File: src/rtl/operand_sched_pkg.sv
// Shared types and constants for the operand scheduler.
package operand_sched_pkg;

  typedef enum logic {
    IDLE,
    WAIT
  } state_t;

  localparam int unsigned NSLOT  = 4;
  localparam int unsigned SLOT_W = 2;

  // Width of a down-counter that must hold SETTLE-1.
  function automatic int unsigned cnt_width(input int unsigned settle);
    return (settle < 2) ? 1 : $clog2(settle + 1);
  endfunction

endpackage

File: src/rtl/operand_sched_rr_arbiter.sv
// Combinational round-robin arbiter: first set request at or after ptr wins.
module rr_arbiter #(
  parameter int unsigned N = 4
) (
  input  logic [N-1:0]         req,
  input  logic [$clog2(N)-1:0] ptr,
  output logic [N-1:0]         gnt,
  output logic [$clog2(N)-1:0] idx,
  output logic                 any
);

  localparam int unsigned IW = $clog2(N);

  int unsigned pos;
  logic        found;

  always_comb begin
    gnt   = '0;
    idx   = '0;
    pos   = 0;
    found = 1'b0;
    any   = |req;
    for (int unsigned k = 0; k < N; k++) begin
      pos = (int'(ptr) + k) % N;
      if (!found && req[pos]) begin
        found    = 1'b1;
        gnt[pos] = 1'b1;
        idx      = IW'(pos);
      end
    end
  end

endmodule

File: src/rtl/operand_sched.sv
// Round-robin sharing of the four operand registers between NREQ requesters,
// returning the settled block result to the granted requester.
module operand_sched
  import operand_sched_pkg::*;
#(
  parameter int unsigned NREQ   = 4,
  parameter int unsigned W      = 4,
  parameter int unsigned SETTLE = 2
) (
  input  logic                      clk,
  input  logic                      rst,
  input  logic [NREQ-1:0]           req,
  input  logic [2*NREQ-1:0]         req_slot,
  input  logic [W*NREQ-1:0]         req_data,
  input  logic                      clr,
  output logic [NREQ-1:0]           gnt,
  output logic [4*W-1:0]            op_bus,
  input  logic [W-1:0]              blk_out,
  output logic                      rsp_valid,
  output logic [$clog2(NREQ)-1:0]   rsp_id,
  output logic [W-1:0]              rsp_data,
  output logic                      busy
);

  localparam int unsigned IW = $clog2(NREQ);
  localparam int unsigned CW = cnt_width(SETTLE);

  state_t                        state, state_nxt;
  logic [IW-1:0]                 ptr, ptr_nxt;
  logic [IW-1:0]                 cur, cur_nxt;
  logic [CW-1:0]                 cnt, cnt_nxt;
  logic [NSLOT-1:0][W-1:0]       op_nxt;
  logic [NREQ-1:0]               gnt_nxt;
  logic                          rsp_valid_nxt;
  logic [IW-1:0]                 rsp_id_nxt;
  logic [W-1:0]                  rsp_data_nxt;

  logic [NREQ-1:0]               arb_gnt;
  logic [IW-1:0]                 arb_idx;
  logic                          arb_any;
  logic [SLOT_W-1:0]             win_slot;
  logic [W-1:0]                  win_data;

  rr_arbiter #(
    .N(NREQ)
  ) u_arb (
    .req (req),
    .ptr (ptr),
    .gnt (arb_gnt),
    .idx (arb_idx),
    .any (arb_any)
  );

  assign win_slot = req_slot[SLOT_W*arb_idx +: SLOT_W];
  assign win_data = req_data[W*arb_idx +: W];
  assign busy     = (state != IDLE);

  always_comb begin
    state_nxt     = state;
    ptr_nxt       = ptr;
    cur_nxt       = cur;
    cnt_nxt       = cnt;
    op_nxt        = op_bus;
    gnt_nxt       = '0;
    rsp_valid_nxt = 1'b0;
    rsp_id_nxt    = rsp_id;
    rsp_data_nxt  = rsp_data;
    unique case (state)
      IDLE: begin
        // clr wins over any pending request and suppresses the grant
        if (clr) begin
          op_nxt = '0;
        end else if (arb_any) begin
          gnt_nxt          = arb_gnt;
          op_nxt[win_slot] = win_data;
          ptr_nxt          = (arb_idx == IW'(NREQ-1)) ? '0 : arb_idx + 1'b1;
          cur_nxt          = arb_idx;
          cnt_nxt          = CW'(SETTLE-1);
          state_nxt        = WAIT;
        end
      end
      WAIT: begin
        if (cnt != '0) begin
          cnt_nxt = cnt - CW'(1);
        end else begin
          rsp_data_nxt  = blk_out;
          rsp_id_nxt    = cur;
          rsp_valid_nxt = 1'b1;
          state_nxt     = IDLE;
        end
      end
      default: state_nxt = IDLE;
    endcase
  end

  always_ff @(posedge clk) begin
    if (rst) begin
      state     <= IDLE;
      ptr       <= '0;
      cur       <= '0;
      cnt       <= '0;
      op_bus    <= '0;
      gnt       <= '0;
      rsp_valid <= 1'b0;
      rsp_id    <= '0;
      rsp_data  <= '0;
    end else begin
      state     <= state_nxt;
      ptr       <= ptr_nxt;
      cur       <= cur_nxt;
      cnt       <= cnt_nxt;
      op_bus    <= op_nxt;
      gnt       <= gnt_nxt;
      rsp_valid <= rsp_valid_nxt;
      rsp_id    <= rsp_id_nxt;
      rsp_data  <= rsp_data_nxt;
    end
  end

endmodule

File: config.mk
export PLATFORM = sky130hd
export DESIGN_NAME = operand_sched
export DESIGN_NICKNAME = d
export VERILOG_FILES = /design/src/rtl/operand_sched_pkg.sv /design/src/rtl/operand_sched_rr_arbiter.sv /design/src/rtl/operand_sched.sv
export SDC_FILE = /design/constraint.sdc
export NUM_CORES = 1
export LEC_CHECK = 0
export BUFFER_PORTS_ARGS = -buffer_cell sky130_fd_sc_hd__clkbuf_2
export CAP_MARGIN = 25
export CORE_UTILIZATION = 40
export CTS_CLUSTER_DIAMETER = 200
export CTS_CLUSTER_SIZE = 8
export DETAILED_ROUTE_END_ITERATION = 8
export PLACE_DENSITY = 0.75
export SLEW_MARGIN = 20
export SYNTH_ARGS = -nofsm -noshare
export SYNTH_HDL_FRONTEND = slang
export SYNTH_SLANG_ARGS = --single-unit
File: constraint.sdc
create_clock -name clk -period 2.8 [get_ports clk]
set_input_delay 0.28 -clock clk [delete_from_list [all_inputs] [get_ports clk]]
set_output_delay 0.28 -clock clk [all_outputs]
set_load 0.1 [all_outputs]
==> results of run 1 <==
## logic make-up (layout without fill, tap and decap cells)
| family | count (synthesis) | after routing | share of synthesized area |
|---|---|---|---|
| AOI/OAI and AO/OA | 65 | 65 | 0.263 |
| xor gates and xnor gates | 1 | 1 | 0.00423 |
| adders and majority gates | 9 | 9 | 0.0544 |
| buffers and inverters | 24 | 106 | 0.0635 |
| DFF | 34 | 34 | 0.329 |
| muxes | 19 | 19 | 0.104 |
| and+or+nand+nor | 73 | 73 | 0.182 |
## worst reg2reg max path, cell delays in order, from the launching register on
cell,delay (ps)
dfxtp_4,390
buf_12,150
mux4_2,550
a211oi_4,370
a31oi_4,120
o221a_4,280
or2_1,250
or3b_4,410
o2bb2ai_1,140
## cell usage in the layout (no fill, tap or decap), types with 2 or more instances in the layout
cell type,count
a21oi_1,15
a221oi_1,5
a22oi_1,4
a31o_2,2
a31oi_1,2
a32o_1,8
and2_1,2
buf_4,26
clkbuf_2,62
clkbuf_8,5
clkinv_2,2
dfxtp_1,32
ha_1,8
inv_1,8
mux2_2,4
mux2i_1,8
mux2i_2,3
mux2i_4,3
nand2_1,18
nand2b_1,4
nand3_1,6
nor2_1,19
nor2b_1,4
nor3_1,5
o211ai_1,2
o21ai_1,2
o2bb2ai_1,8
or2_2,2
or3_1,2
## routing by layer
metal,GRT usage,part of all wire,up-vias
li1,-,-,1003
met1,0.254,0.45,915
met2,0.325,0.47,73
met3,0.0474,0.057,10
met4,0.0684,0.020,0
met5,0,0,-
## sequential cells by signal, summed over array words and instances (netlist names)
| register | flops |
|---|---|
| busy | 1 |
| cnt | 2 |
| cur | 2 |
| gnt | 4 |
| op_bus | 16 |
| ptr | 2 |
| rsp_data | 4 |
| rsp_id | 2 |
| rsp_valid | 1 |
## through the flow
| stage | hold slack, ps | area [um^2] | total power, W | TNS [ps] |
|---|---|---|---|---|
| 2_1_floorplan | 428 | 2120 | 0.00144 | 0 |
| 3_3_place_gp | 443 | 2600 | 0.00167 | -465 |
| 3_5_place_dp | 445 | 2600 | 0.00169 | -1430 |
| 4_1_cts | 226 | 2700 | 0.00203 | 0 |
| 5_1_grt | 236 | 2760 | 0.00218 | -124 |
| 6_report | 229 | 2760 | 0.00206 | 0 |
## power groups by stage
stage	registers [W]	clock network, W	logic [W]
floorplan	0.000844	0	0.000596
global placement	0.000575	0	0.00110
detailed placement	0.000575	0	0.00111
CTS	0.000565	0.000337	0.00113
global route	0.000571	0.000362	0.00125
finish	0.000566	0.000332	0.00116
## worst paths after layout
kind | startpoint | to | slack (ps)
max | ptr[0]$_SDFFE_PP0P_ | op_bus[15]$_SDFFE_PP0P_ | 80
min | blk_out[0] | rsp_data[0]$_SDFFE_PP0P_ | 230
max reg2reg | ptr[0]$_SDFFE_PP0P_ | op_bus[15]$_SDFFE_PP0P_ | 80
min reg2reg | rsp_data[2]$_SDFFE_PP0P_ | rsp_data[2]$_SDFFE_PP0P_ | 460
## layout make-up
cell class / count / area (um^2) / area share
repair buffers: 89 / 526 / 0.190
well taps: 67 / 83.8 / 0.0304
inverters: 10 / 45.0 / 0.0163
multi-input cells: 167 / 1340 / 0.486
flip-flops and latches: 34 / 686 / 0.248
clock inverters: 2 / 10.0 / 0.00362
clock buffers: 5 / 68.8 / 0.0249
## what timing repair did
action                     4_1_cts  5_1_grt
setup endpoints to repair       16       16
hold buffers                     0        0
pin swaps                        2        3
gates resized for setup          4        7
setup buffers                    1        3
==> results.txt, run 1 <==
ratio of cells with drive above 1 in the final layout: 0.417
largest net degree at the start of global routing: 19
fin util: 0.570
final worst setup slack: 75.9 ps
Critical Path RT: 3010 ps
Clk network pwr share: 0.161
CTS tree: done
buffers plus inverters on the worst setup path: 1
hold violation count in the final report: 0
number of max-cap violations: 0
slowest CP cell: mux4_2
H-tree levels: 2
CP Cell Sequence: buf_12, mux4_2, a211oi_4, a31oi_4, o221a_4, or2_1, or3b_4, o2bb2ai_1
Fill cells: 414
Final ANT Viol Nets: 0
Cells after DPL: 363
library cells used by synthesis: 55
Synth area leader: dfxtp_1
Initial Util: 0.427
R2R cell count: 8
logic gate share of total power: 0.565
status: finished clean
Port Buffer Count: 62
Most used DFF post-synth: dfxtp_1
Initial DRT Pass Iterations: 4
Die H: 73.9 um
min cycle time layout: 2720 ps
Power Dens Cells: 747 nW/um^2
# clock sinks: 34
Worst IR Drop VDD: 0.498 mV
Die X: 73.9 um
RSZ-0062 raised after global routing: true
# DRC: 0
Layout Nets: 351
Max Clk Rate: 0.367 GHz
Initial DRC Count: 112
synthesized area per cell: 9.20 um^2
GRT Overall Usage: 0.198
clock-pin transition on the worst setup and hold timing paths: 70 ps
Least-Margin Pin Slew: 734 ps
HP Class: input port to flop
post-synthesis cell count: 225
WP data arrival: 2930 ps
Slew Viols, Final: 0
Sw Share: 0.447
# rows: 25
max_slew headroom: 0.508
antenna violations before repair: 0
commonest cells in the netlist: dfxtp_1, nor2_1, nand2_1, a21oi_1, mux2i_1
post-detail-place hpwl: 3.79 mm
Net Switching: 0.000922 W
sequential share of the synthesized area: 0.329
share of the synthesized area in the top cell type: 0.329
Worst Setup End Kind: flop
WHS Path Cells: 3
CP Class: flop to flop
root buffer cell: clkbuf_8
Core ar.: 4850 um^2
family with the most delay on the worst path: compound AO/OA/AOI/OAI gates
stages on the worst setup path: 8
Synth Warn #: 0
Final period util: 0.973
vias in the first global route: 1839
largest cells by area after synthesis: dfxtp_1, mux2i_1, ha_1
Place WS: -119 ps
vias per cell: 5.35
Worst Path Max Fanout: 16
full die area: 5470 um^2
ant diodes: 0
GPL Wtd Cong: 0.877
Post-synth ARST share: 0
most frequent cell after synthesis: dfxtp_1
Clock Skews: 4.64 ps
CTS buffer count: 5
Post-synth EDFFs: 0
internal power: 0.00114 W
leakage power: 1.19 nW
CP Launch Type: flop
GRT overflow: 0
Mapped Nets: 269
DR vias: 2001
sequential power share: 0.274
Synth Cell Area: 2070 um^2
max incr delay on CP: 550 ps
setup violators final: 0
drt wl/cell: 13.5 um
Cell Count, Final, Fillers Out: 374
P&R area growth vs syn: 33.4%
WL final: 5.05 mm
Synth Register Bits: 34
clk_lat worst skew: 280 ps
CTS Buffer Depth: 2
Ports: 63
first-pass GRT wire length: 8.44 mm
No activity file was read; power rests on OpenSTA's default activity.
==> run 2, diff against run 1 <==
Settings changed: ABC_CLOCK_PERIOD_IN_PS set to 2800, MAX_ROUTING_LAYER set to met4.
==> run 2 against run 1 <==
Clock-buffer cell count stayed put. Fmax is essentially flat. Critical path depth stayed put. Global-route usage is 0.60 points higher. Setup slack improved by 0.52 ps. Largest cell class unchanged. Die area did not move. Clock skew grew 2.0 ps. Sequential power about the same. Hold slack hardly changed. Register-to-register slack is essentially flat. Via count is 1.4% lower. Non-clock buffer count unchanged. Largest power group unchanged.
==> results.txt, run 2 (synthesized netlist as in run 1, its figures left out) <==
family with the most delay on the worst path: compound AO/OA/AOI/OAI gates
CP Cell Sequence: buf_12, mux4_2, a211oi_4, a31oi_4, o221a_4, or2_1, or3b_4, o2bb2ai_1
status: finished clean
HP Class: input port to flop
vias in the first global route: 1838
RSZ-0062 raised after global routing: true
top flop regs: op_bus: 16 flops, gnt: 4 flops, rsp_data: 4 flops
GPL Wtd Cong: 0.892
Critical Path RT: 3010 ps
Clock Skews: 6.67 ps
min cycle time layout: 2720 ps
Max Clk Rate: 0.367 GHz
Slew Viols, Final: 0
GRT Overall Usage: 0.204
# DRC: 0
most frequent cells in the layout: clkbuf_2, dfxtp_1, buf_4, nor2_1, nand2_1
Least-Margin Pin Slew: 726 ps
full die area: 5470 um^2
DR vias: 1973
cts hold-fix bufs: 0
WL final: 5.04 mm
H-tree levels: 2
Layout Nets: 351
P&R area growth vs syn: 33.4%
max_slew headroom: 0.514
CTS Buffer Depth: 2
post-route cell area: 2760 um^2
final worst setup slack: 76.5 ps
antenna violations before repair: 0
Initial DRC Count: 125
setup violators final: 0
post-detail-place hpwl: 3.79 mm
number of max-cap violations: 0
CP Launch Type: flop
Worst IR Drop VDD: 0.499 mV
leakage power: 1.19 nW
buffers plus inverters on the worst setup path: 1
drt wl/cell: 13.5 um
# clock sinks: 34
slowest CP cell: mux4_2
Power Dens Cells: 746 nW/um^2
CTS buffer count: 5
hold violation count in the final report: 0
Final period util: 0.973
clock-pin transition on the worst setup and hold timing paths: 70 ps
Final ANT Viol Nets: 0
CTS tree: done
register area: 686 um^2
Place WS: -119 ps
Cell Count, Final, Fillers Out: 374
Initial DRT Pass Iterations: 4
Die H: 73.9 um
# rows: 25
max reg flops: 16
Ports: 63
GRT overflow: 0
Worst Path Max Fanout: 16
area taken by multi-input logic gates: 1340 um^2
Core ar.: 4850 um^2
Die X: 73.9 um
Fill cells: 414
Worst Setup End Kind: flop
ratio of cells with drive above 1 in the final layout: 0.417
max incr delay on CP: 550 ps
Initial Util: 0.427
Port Buffer Count: 62
Cells after DPL: 363
fin util: 0.570
CP Class: flop to flop
root buffer cell: clkbuf_8
Top reg by flops: op_bus
ant diodes: 0
placed cell areas: 2600 um^2
Power Total: 0.00206 W
clk_lat worst skew: 280 ps
most common cell after layout, fill and taps aside: clkbuf_2
vias per cell: 5.28
WP data arrival: 2930 ps
first-pass GRT wire length: 8.42 mm
largest net degree at the start of global routing: 19
==> run 2: cell counts in the layout (fill, tap and decap cells not counted) <==
Identical to the previous run, type by type.
==> run 2: path summary, 6_finish.rpt <==
| path | startpoint | endpoint | slack [ps] | cells past startpoint |
|---|---|---|---|---|
| hold / removal | blk_out[0] | rsp_data[0]$_SDFFE_PP0P_ | 230 | 3 |
| setup / recovery | ptr[0]$_SDFFE_PP0P_ | op_bus[15]$_SDFFE_PP0P_ | 80 | 8 |
| setup reg to reg | ptr[0]$_SDFFE_PP0P_ | op_bus[15]$_SDFFE_PP0P_ | 80 | 8 |
| hold reg to reg | rsp_data[2]$_SDFFE_PP0P_ | rsp_data[2]$_SDFFE_PP0P_ | 460 | 2 |
==> run 2: timing repair <==
action                     4_1_cts  5_1_grt
resized for setup                4        7
setup endpoints to repair       16       16
pin swaps                        2        3
setup buffers                    1        3
==> run 2: stage by stage <==
stage          hold slack (ps)  setup TNS, ps
2_1_floorplan              428              0
3_3_place_gp               443           -465
3_5_place_dp               445          -1430
4_1_cts                    226              0
5_1_grt                    236           -118
6_report                   229              0
==> run 2: where the power goes <==
| part | switching (W) | internal, W | total, W |
|---|---|---|---|
| sequential | 0.0000313 | 0.000534 | 0.000565 |
| combinational | 0.000725 | 0.000439 | 0.00116 |
| clock | 0.000165 | 0.000167 | 0.000332 |
| total | 0.000921 | 0.00114 | 0.00206 |
==> run 2: metal layers <==
| metal | GRT usage | vias up | share of wire |
|---|---|---|---|
| met5 | - | - | 0 |
| met4 | 0.0684 | 0 | 0.021 |
| met3 | 0.0407 | 10 | 0.052 |
| met2 | 0.323 | 70 | 0.47 |
| met1 | 0.259 | 889 | 0.46 |
| li1 | - | 1004 | - |
==> run 2: worst register-to-register path: cells and delay by family, from the launching register on <==
kind | cells | cell delay (ps)
compound gates | 4 | 910
simple gates | 2 | 660
mux | 1 | 550
flops | 1 | 390
buf+inv | 1 | 150
==> run 2: cell type report <==
class / count / area share
Clock buffer: 5 / 0.0249
Clock inverter: 2 / 0.00362
Inverter: 10 / 0.0163
Multi-Input combinational cell: 167 / 0.486
Sequential cell: 34 / 0.248
Tap cell: 67 / 0.0304
Timing Repair Buffer: 89 / 0.190
==> run 3, diff against run 2 <==
Settings changed: ABC_CLOCK_PERIOD_IN_PS 2800 to 3000, BUFFER_PORTS_ARGS -buffer_cell sky130_fd_sc_hd__clkbuf_2 to -buffer_cell sky130_fd_sc_hd__buf_2, PLACE_DENSITY 0.75 to 0.73.
Clock period 2.8 ns to 3 ns, I/O delays scaled along.
==> run 3 against run 2 <==
Sequential cell count stayed put. Die area stayed put. Setup slack better by 74 ps. Sequential power fell by 7.6%. Routed wire length decreased by 1.0%. Non-clock buffer count shrank 10. Global-route usage down 1.3 points. Sequential share of layout area is 0.57 points higher. First-iteration DRC count shrank 56%. Critical path depth did not move. Cell area down 2.8%. Core utilization down 1.6 points.
==> results.txt, run 3 (synthesized netlist as in run 1, its figures left out) <==
DR vias: 1969
post-detail-place hpwl: 3.64 mm
ratio of cells with drive above 1 in the final layout: 0.379
vias per cell: 5.39
max incr delay on CP: 570 ps
Core ar.: 4850 um^2
P&R area growth vs syn: 29.7%
CTS Buffer Depth: 2
vias in the first global route: 1717
Worst Path Max Fanout: 16
Place WS: 73.9 ps
Initial DRT Pass Iterations: 4
ant diodes: 0
Power Dens Cells: 735 nW/um^2
hold_ws: 267 ps
Port Buffer Count: 62
clk_lat worst skew: 280 ps
Max Clk Rate: 0.351 GHz
Ports: 63
Layout Nets: 341
most common cell after layout, fill and taps aside: buf_2
setup violators final: 0
most frequent cells in the layout: buf_2, dfxtp_1, nor2_1, nand2_1, buf_4
WL final: 4.99 mm
Worst Setup End Kind: flop
drt wl/cell: 13.7 um
hold violation count in the final report: 0
Fin Setup TNS: 0 ps
Die H: 73.9 um
Top reg by flops: op_bus
CP Class: flop to flop
Initial Util: 0.427
Clock Skews: 4.54 ps
Final ANT Viol Nets: 0
CTS tree: done
Worst IR Drop VDD: 0.333 mV
Die X: 73.9 um
top flop regs: op_bus: 16 flops, gnt: 4 flops, rsp_data: 4 flops
# rows: 25
Slew Viols, Final: 0
root buffer cell: clkbuf_8
RSZ-0062 raised after global routing: false
number of max-cap violations: 0
GRT overflow: 0
antenna violations before repair: 0
CP Cell Sequence: buf_4, mux4_2, a211oi_4, a31oi_4, o221a_4, or2_1, or3_1, o2bb2ai_1
GRT Overall Usage: 0.191
Fill cells: 457
Least-Margin Pin Slew: 752 ps
min cycle time layout: 2850 ps
CP Launch Type: flop
H-tree levels: 2
Critical Path RT: 3220 ps
Initial DRC Count: 55
final worst setup slack: 151 ps
R2R cell count: 8
first-pass GRT wire length: 7.77 mm
Final period util: 0.950
status: finished clean
# clock sinks: 34
leakage power: 1.17 nW
CTS buffer count: 5
GPL Wtd Cong: 0.937
max reg flops: 16
WHS Path Cells: 3
HP Class: input port to flop
max_slew headroom: 0.496
full die area: 5470 um^2
slowest CP cell: mux4_2
WP data arrival: 3070 ps
largest net degree at the start of global routing: 19
# DRC: 0
clock-pin transition on the worst setup and hold timing paths: 70 ps
-- run 3: changes by cell type in the layout (fill, tap and decap cells not counted), moves of 2 or more --
cell      previous run  this run
clkinv_2             2         0
clkbuf_1             0         2
buf_2                0        62
a21oi_1             15        13
clkbuf_2            62         0
a21oi_2              0         2
buf_4               26        17
-- run 3: metal layers --
metal	routed length (um)	global-route usage
met1	2260	0.237
met2	2430	0.307
met3	224	0.0393
met4	74	0.0662
met5	0	-
-- run 3: cell type report --
type	count	area, um^2	share of cell area
clock buffer	7	76.3	0.0284
clock inverter	1	30.0	0.0112
multi-input combinational	167	1320	0.493
sequential	34	682	0.254
inverter	10	51.3	0.0191
tap	67	83.8	0.0312
timing repair buffer	79	438	0.163
-- run 3: power breakdown --
group / leakage (nW) / switching [W] / internal, W
Combinational: 0.839 / 0.000667 / 0.000378
Sequential: 0.277 / 0.0000245 / 0.000497
Clock: 0.0524 / 0.000158 / 0.000248
-- run 3: critical path, delay by kind of cell (launching register included) --
kind                   cells  cell delay (ps)
and+or+nand+nor            2              690
DFF                        1              320
muxes                      1              570
AOI/OAI and AO/OA          4              950
buffers and inverters      1              220
-- run 3: stage by stage --
step | utilization | std cells | power (W) | instance area [um^2]
after detailed placement | 0.515 | 354 | 0.00152 | 2500
final | 0.554 | 365 | 0.00197 | 2690
after floorplan | - | 225 | 0.00131 | 2080
after global placement | 0.515 | 354 | 0.00151 | 2500
after CTS | 0.537 | 362 | 0.00193 | 2600
after global routing | 0.554 | 365 | 0.00208 | 2690
-- run 3: path summary, 6_finish.rpt --
| path | from | to | slack (ps) |
|---|---|---|---|
| setup reg to reg | ptr[0]$_SDFFE_PP0P_ | op_bus[4]$_SDFFE_PP0P_ | 150 |
| setup / recovery | ptr[0]$_SDFFE_PP0P_ | op_bus[4]$_SDFFE_PP0P_ | 150 |
| hold / removal | blk_out[2] | rsp_data[2]$_SDFFE_PP0P_ | 270 |
| hold reg to reg | rsp_data[0]$_SDFFE_PP0P_ | rsp_data[0]$_SDFFE_PP0P_ | 450 |
-- run 3: what timing repair did --
item	4_1_cts	5_1_grt
hold endpoints to repair	0	0
endpoints found under the setup margin	0	16
hold buffers	0	0
resized for setup	0	10
setup buffers	0	3
